File: config.mk
export PLATFORM = sky130hd
export DESIGN_NAME = knn_ctrl
export DESIGN_NICKNAME = d
export VERILOG_FILES = /design/src/rtl/knn_ctrl.sv
export SDC_FILE = /design/constraint.sdc
export NUM_CORES = 2
export LEC_CHECK = 0
export CORE_MARGIN = 1.5
export CORE_UTILIZATION = 45
export CTS_BUF_LIST = sky130_fd_sc_hd__clkbuf_16
export DETAILED_ROUTE_END_ITERATION = 10
export PLACE_DENSITY = 0.8
export SLEW_MARGIN = 20
export SYNTH_ARGS = -nofsm -noshare
export SYNTH_HDL_FRONTEND = slang
export SYNTH_SLANG_ARGS = --single-unit
File: constraint.sdc
create_clock -name clk -period 17.11 [get_ports clk]
set_input_delay 4.2775 -clock clk [delete_from_list [all_inputs] [get_ports clk]]
set_output_delay 4.2775 -clock clk [all_outputs]
set_load 0.005 [all_outputs]
File: src/rtl/knn_ctrl.sv
// knn_ctrl: drives the external squared-distance core across a dataset and
// keeps a stable, sorted list of the K nearest points for host read-back.
module knn_ctrl #(
  parameter int DATA_W  = 32,
  parameter int K       = 4,
  parameter int N_W     = 8,
  parameter int LABEL_W = 8
) (
  input  logic                 clk,
  input  logic                 rst,
  input  logic                 start,
  input  logic [N_W-1:0]       n_pts,
  input  logic [DATA_W-1:0]    tx,
  input  logic [DATA_W-1:0]    ty,
  output logic                 mem_en,
  output logic [N_W-1:0]       mem_addr,
  input  logic [DATA_W-1:0]    mem_x,
  input  logic [DATA_W-1:0]    mem_y,
  input  logic [LABEL_W-1:0]   mem_label,
  output logic                 core_en,
  output logic [DATA_W-1:0]    core_x1,
  output logic [DATA_W-1:0]    core_x2,
  output logic [DATA_W-1:0]    core_y1,
  output logic [DATA_W-1:0]    core_y2,
  input  logic [2*DATA_W-1:0]  core_z,
  output logic                 busy,
  output logic                 done,
  input  logic [$clog2(K)-1:0] rd_idx,
  output logic                 rd_valid,
  output logic [2*DATA_W-1:0]  rd_dist,
  output logic [LABEL_W-1:0]   rd_label,
  output logic [N_W-1:0]       rd_pidx
);

  localparam int P_W = $clog2(K + 1);

  localparam logic [2:0] S_IDLE   = 3'd0;
  localparam logic [2:0] S_FETCH  = 3'd1;
  localparam logic [2:0] S_CALC   = 3'd2;
  localparam logic [2:0] S_INSERT = 3'd3;
  localparam logic [2:0] S_DONE   = 3'd4;

  logic [2:0]          state;
  logic [N_W-1:0]      n_reg, i_reg, addr_reg, pidx_reg;
  logic [DATA_W-1:0]   tx_reg, ty_reg;
  logic [2*DATA_W-1:0] d_reg;
  logic [LABEL_W-1:0]  lab_reg;
  logic [N_W:0]        i_inc;
  logic                accept;

  logic [2*DATA_W-1:0] slot_dist  [K];
  logic [LABEL_W-1:0]  slot_label [K];
  logic [N_W-1:0]      slot_pidx  [K];
  logic [K-1:0]        slot_valid;

  logic [2*DATA_W-1:0] prev_dist  [K];
  logic [LABEL_W-1:0]  prev_label [K];
  logic [N_W-1:0]      prev_pidx  [K];
  logic [K-1:0]        prev_valid;

  logic [2*DATA_W-1:0] dist_next  [K];
  logic [LABEL_W-1:0]  label_next [K];
  logic [N_W-1:0]      pidx_next  [K];
  logic [K-1:0]        valid_next;

  logic [P_W-1:0]      pos;

  assign accept = (state == S_IDLE) && start;
  assign i_inc  = {1'b0, i_reg} + 1'b1;

  always_ff @(posedge clk or posedge rst) begin
    if (rst) begin
      state    <= S_IDLE;
      n_reg    <= '0;
      i_reg    <= '0;
      addr_reg <= '0;
      pidx_reg <= '0;
      tx_reg   <= '0;
      ty_reg   <= '0;
      d_reg    <= '0;
      lab_reg  <= '0;
    end else begin
      case (state)
        S_IDLE: begin
          if (start) begin
            n_reg  <= n_pts;
            tx_reg <= tx;
            ty_reg <= ty;
            i_reg  <= '0;
            state  <= (n_pts == '0) ? S_DONE : S_FETCH;
          end
        end
        S_FETCH: begin
          addr_reg <= i_reg;
          state    <= S_CALC;
        end
        S_CALC: begin
          d_reg    <= core_z;
          lab_reg  <= mem_label;
          pidx_reg <= i_reg;
          state    <= S_INSERT;
        end
        S_INSERT: begin
          i_reg <= i_inc[N_W-1:0];
          state <= (i_inc < {1'b0, n_reg}) ? S_FETCH : S_DONE;
        end
        S_DONE:  state <= S_IDLE;
        default: state <= S_IDLE;
      endcase
    end
  end

  // Valid slots are always a sorted prefix, so counting dist <= d gives the
  // stable insertion point directly.
  always_comb begin
    pos = '0;
    for (int k = 0; k < K; k++) begin
      if (slot_valid[k] && (slot_dist[k] <= d_reg)) pos = pos + 1'b1;
    end
  end

  genvar gi;
  generate
    for (gi = 0; gi < K; gi++) begin : g_slot
      if (gi == 0) begin : g_head
        assign prev_dist[gi]  = '0;
        assign prev_label[gi] = '0;
        assign prev_pidx[gi]  = '0;
        assign prev_valid[gi] = 1'b0;
      end else begin : g_tail
        assign prev_dist[gi]  = slot_dist[gi-1];
        assign prev_label[gi] = slot_label[gi-1];
        assign prev_pidx[gi]  = slot_pidx[gi-1];
        assign prev_valid[gi] = slot_valid[gi-1];
      end
      assign dist_next[gi]  = (P_W'(gi) == pos) ? d_reg    :
                              (P_W'(gi) >  pos) ? prev_dist[gi]  : slot_dist[gi];
      assign label_next[gi] = (P_W'(gi) == pos) ? lab_reg  :
                              (P_W'(gi) >  pos) ? prev_label[gi] : slot_label[gi];
      assign pidx_next[gi]  = (P_W'(gi) == pos) ? pidx_reg :
                              (P_W'(gi) >  pos) ? prev_pidx[gi]  : slot_pidx[gi];
      assign valid_next[gi] = (P_W'(gi) == pos) ? 1'b1     :
                              (P_W'(gi) >  pos) ? prev_valid[gi] : slot_valid[gi];
    end
  endgenerate

  always_ff @(posedge clk or posedge rst) begin
    if (rst) begin
      for (int k = 0; k < K; k++) begin
        slot_dist[k]  <= '0;
        slot_label[k] <= '0;
        slot_pidx[k]  <= '0;
      end
      slot_valid <= '0;
    end else if (accept) begin
      for (int k = 0; k < K; k++) begin
        slot_dist[k]  <= '0;
        slot_label[k] <= '0;
        slot_pidx[k]  <= '0;
      end
      slot_valid <= '0;
    end else if ((state == S_INSERT) && (pos < P_W'(K))) begin
      for (int k = 0; k < K; k++) begin
        slot_dist[k]  <= dist_next[k];
        slot_label[k] <= label_next[k];
        slot_pidx[k]  <= pidx_next[k];
      end
      slot_valid <= valid_next;
    end
  end

  assign mem_en   = (state == S_FETCH);
  assign mem_addr = mem_en ? i_reg : addr_reg;
  assign core_en  = (state == S_CALC);
  assign core_x1  = core_en ? mem_x  : '0;
  assign core_x2  = core_en ? tx_reg : '0;
  assign core_y1  = core_en ? mem_y  : '0;
  assign core_y2  = core_en ? ty_reg : '0;
  assign busy     = (state == S_FETCH) || (state == S_CALC) || (state == S_INSERT);
  assign done     = (state == S_DONE);

  assign rd_valid = slot_valid[rd_idx];
  assign rd_dist  = slot_dist[rd_idx];
  assign rd_label = slot_label[rd_idx];
  assign rd_pidx  = slot_pidx[rd_idx];

endmodule
==> metrics.md <==
| Metric | Value |
|---|---|
| EDFF count, synth | 0 |
| Post-CTS setup buffer count | 0 |
| Layout area overhead | 22.4% |
| Clock skew | about 0.040 ns |
| Clk pin slew, worst setup/hold paths | about 0.060 ns |
| Gates resized, CTS repair | 0 |
| Initial antenna violation count | 12 |
| Clock Root Buffer | clkbuf_16 |
| # DRC | 0 |
| Total clock sinks | 495 |
| Total track usage | 0.283 |
| Clock Latency Late Sink | between 0.6 and 0.7 ns |
| Startpoint Class | input port |
| Fin area | 37500 um2 |
| Post-DR wirelength/cell | 22.6 um |
| Max_cap viols | 0 |
| Final wirelength | roughly 100000 um |
| Initial Utilization | 0.455 |
| Synth warn | 0 |
| I/O Pins | roughly 430 |
| CTS buffer count | 56 |
| Vias in the first global route | roughly 27000 |
| Cts hold-fix bufs | 0 |
| Worst Hold Slack | 0.466 ns |
| Post-route minimum period | ~11 ns |
| Core area | between 60000 and 70000 um2 |
| First-pass GRT wire length | 155000 um |
| Worst Hold Class | flip-flop to flip-flop |
| Relative slew slack | 0.197 |
| Critical path class | input port to output port |
| TritonRoute pass-1 iters | 8 |
| H-tree depth | 2 |
| Gpl congestion | 0.920 |
| Worst-path fanout max | slightly above 40 |
| Share of cells above drive strength 1 | 0.0722 |
| Synth Instances | about 3200 |
| Dpl ws | around 6 ns |
| Total number of vias | 26800 |
| Final worst path period share | 0.644 |
| Post-synthesis sequential area ratio | 0.405 |
| Final Hold Violating Endpoints | 0 |
| Top_reg_cell synth | dfrtp_1 |
| Status | completed |
| HPWL Detailed | 67400 um |
| CP Capture Type | output port |
| Via density | 6.05 |
| Post-detailed-route count of antenna-violating nets | 0 |
| GRT overflow | 0 |
| Required time worst endpoint | around 13 ns |
| Post-synthesis cell area | 30600 um2 |
| Number of flip-flops under the largest register name | roughly 190 |
| Peak Freq | 90.8 MHz |
| CTS tree | done |
| Avg Cell Area, Syn | 9.61 um2 |
| Final worst setup slack | 6.09 ns |
| Synth unique cells | 72 |
| Unrepaired setup endpoints after global routing | false |
| CTS max path bufs | 3 |
| Placement-stage cell area | 35400 um2 |
| Die X | between 200 and 300 um |
| Die ar. | 69600 um2 |
| Largest net degree at the start of global routing | 242 |
| Worst slew pin tran | 1.20 ns |
| #FFs+latches synth | 495 |
| Final Setup Violations | 0 |
| Setup TNS | 0 ns |
| Post-synthesis net count | 3666 |
| Fin. max-slew vios | 0 |
| Post-synth ARST share | 1.00 |
| First DRT Iteration DRCs | 2690 |
| Port bufs | 433 |
| Nets | ~4000 |
| Row count | 95 |
| WP data arrival | 6.74 ns |
| Die Span Y | 264 um |
[critical path, cell delays in order]
cell and delay (ns):
buf_6 0.50, buf_4 0.74, mux4_2 0.61, clkdlybuf4s50_1 0.49
[cell families (layout without fill, tap and decap cells)]
family | Yosys count | after routing | share of synthesized area
compound gates | 653 | 653 | 0.123
xor+xnor | 10 | 10 | 0.00286
fa+ha+maj | 267 | 267 | 0.109
buf+inv | 299 | 658 | 0.0436
flops | 495 | 495 | 0.405
mux | 349 | 349 | 0.148
other cells | 0 | 8 | 0
simple gates | 1113 | 1113 | 0.168
[cell usage after synthesis (8+ instances only)]
cell type,instances,area [um2]
mux2_2,25,282
nand2_1,640,2400
o21ai_1,80,400
buf_2,53,265
nor2b_1,15,93.8
a21oi_1,175,876
nor4_1,9,56.3
a31oi_1,80,500
buf_12,8,160
clkbuf_1,126,473
buf_1,23,86.3
nand3_1,182,911
a21o_1,53,398
mux4_2,81,1820
ha_1,267,3340
nand4_1,50,313
nand2b_1,8,50.1
mux2i_1,243,2430
and2_1,134,838
o21ai_0,191,956
o21a_1,19,143
inv_1,87,327
dfrtp_1,495,12400
nor2_1,27,101
nor3_1,13,65.1
[layer usage]
layer	share of wire	up-vias	global-route usage
met1	0.39	13300	0.362
met3	0.082	252	0.0542
met5	0.00060	-	0
li1	-	12000	-
met2	0.48	1261	0.462
met4	0.049	10	0.135
[per-stage QoR]
| stage | util | cells |
|---|---|---|
| after floorplan | - | 3186 |
| after global placement | 0.526 | 4312 |
| after detailed placement | 0.526 | 4312 |
| after CTS | 0.556 | 4416 |
| after global routing | 0.557 | 4425 |
| final | 0.557 | 4426 |
[area by class of cell]
type	instances	area, um2
Inverter	87	330
Clock inverter	48	604
Multi-Input combinational cell	2392	17000
Sequential cell	495	12400
Antenna cell	8	20.0
Timing Repair Buffer	467	4680
Tap cell	873	1090
Clock buffer	56	1400
Fill cell	5732	29800
[path summary, 6_finish.rpt]
| kind | start | endpoint | slack [ns] | cells after the start |
|---|---|---|---|---|
| worst min register to register | tx_reg[30] | tx_reg[30] | 0.47 | 2 |
| min in group asynchronous | rst | prev_label[1] | 4.28 | 3 |
| worst min-delay path | tx_reg[30] | tx_reg[30] | 0.47 | 2 |
| worst max register to register | d_reg[57] | prev_dist[48] | 9.53 | 22 |
| max in group asynchronous | rst | slot_dist[37] | 10.69 | 5 |
| worst max-delay path | rd_idx[0] | rd_dist[63] | 6.09 | 4 |
[cells in the final DEF (no fill, tap or decap), types with 6 or more instances in the layout]
cell type        count
nand4_1             50
nand2_1            640
bufinv_16           14
nand2b_1             8
clkdlybuf4s50_1    431
clkinv_1             6
a31oi_1             80
o21ai_1             81
dfrtp_1            495
o21a_1              19
a21o_1              53
a21oi_1            175
diode_2              8
and2_1             133
nor2_1              27
buf_4               28
clkbuf_16           56
xnor2_1              7
a22o_1               6
mux2i_1            243
clkinv_2            14
nor4_1               9
o21ai_0            190
nor3_1              13
nand3_1            182
inv_1               93
mux2_2              25
ha_1               267
nor2b_1             15
mux4_2              81
Power is not shown: default switching activity piles up to over one toggle a cycle in this logic, so the estimate is an artifact.
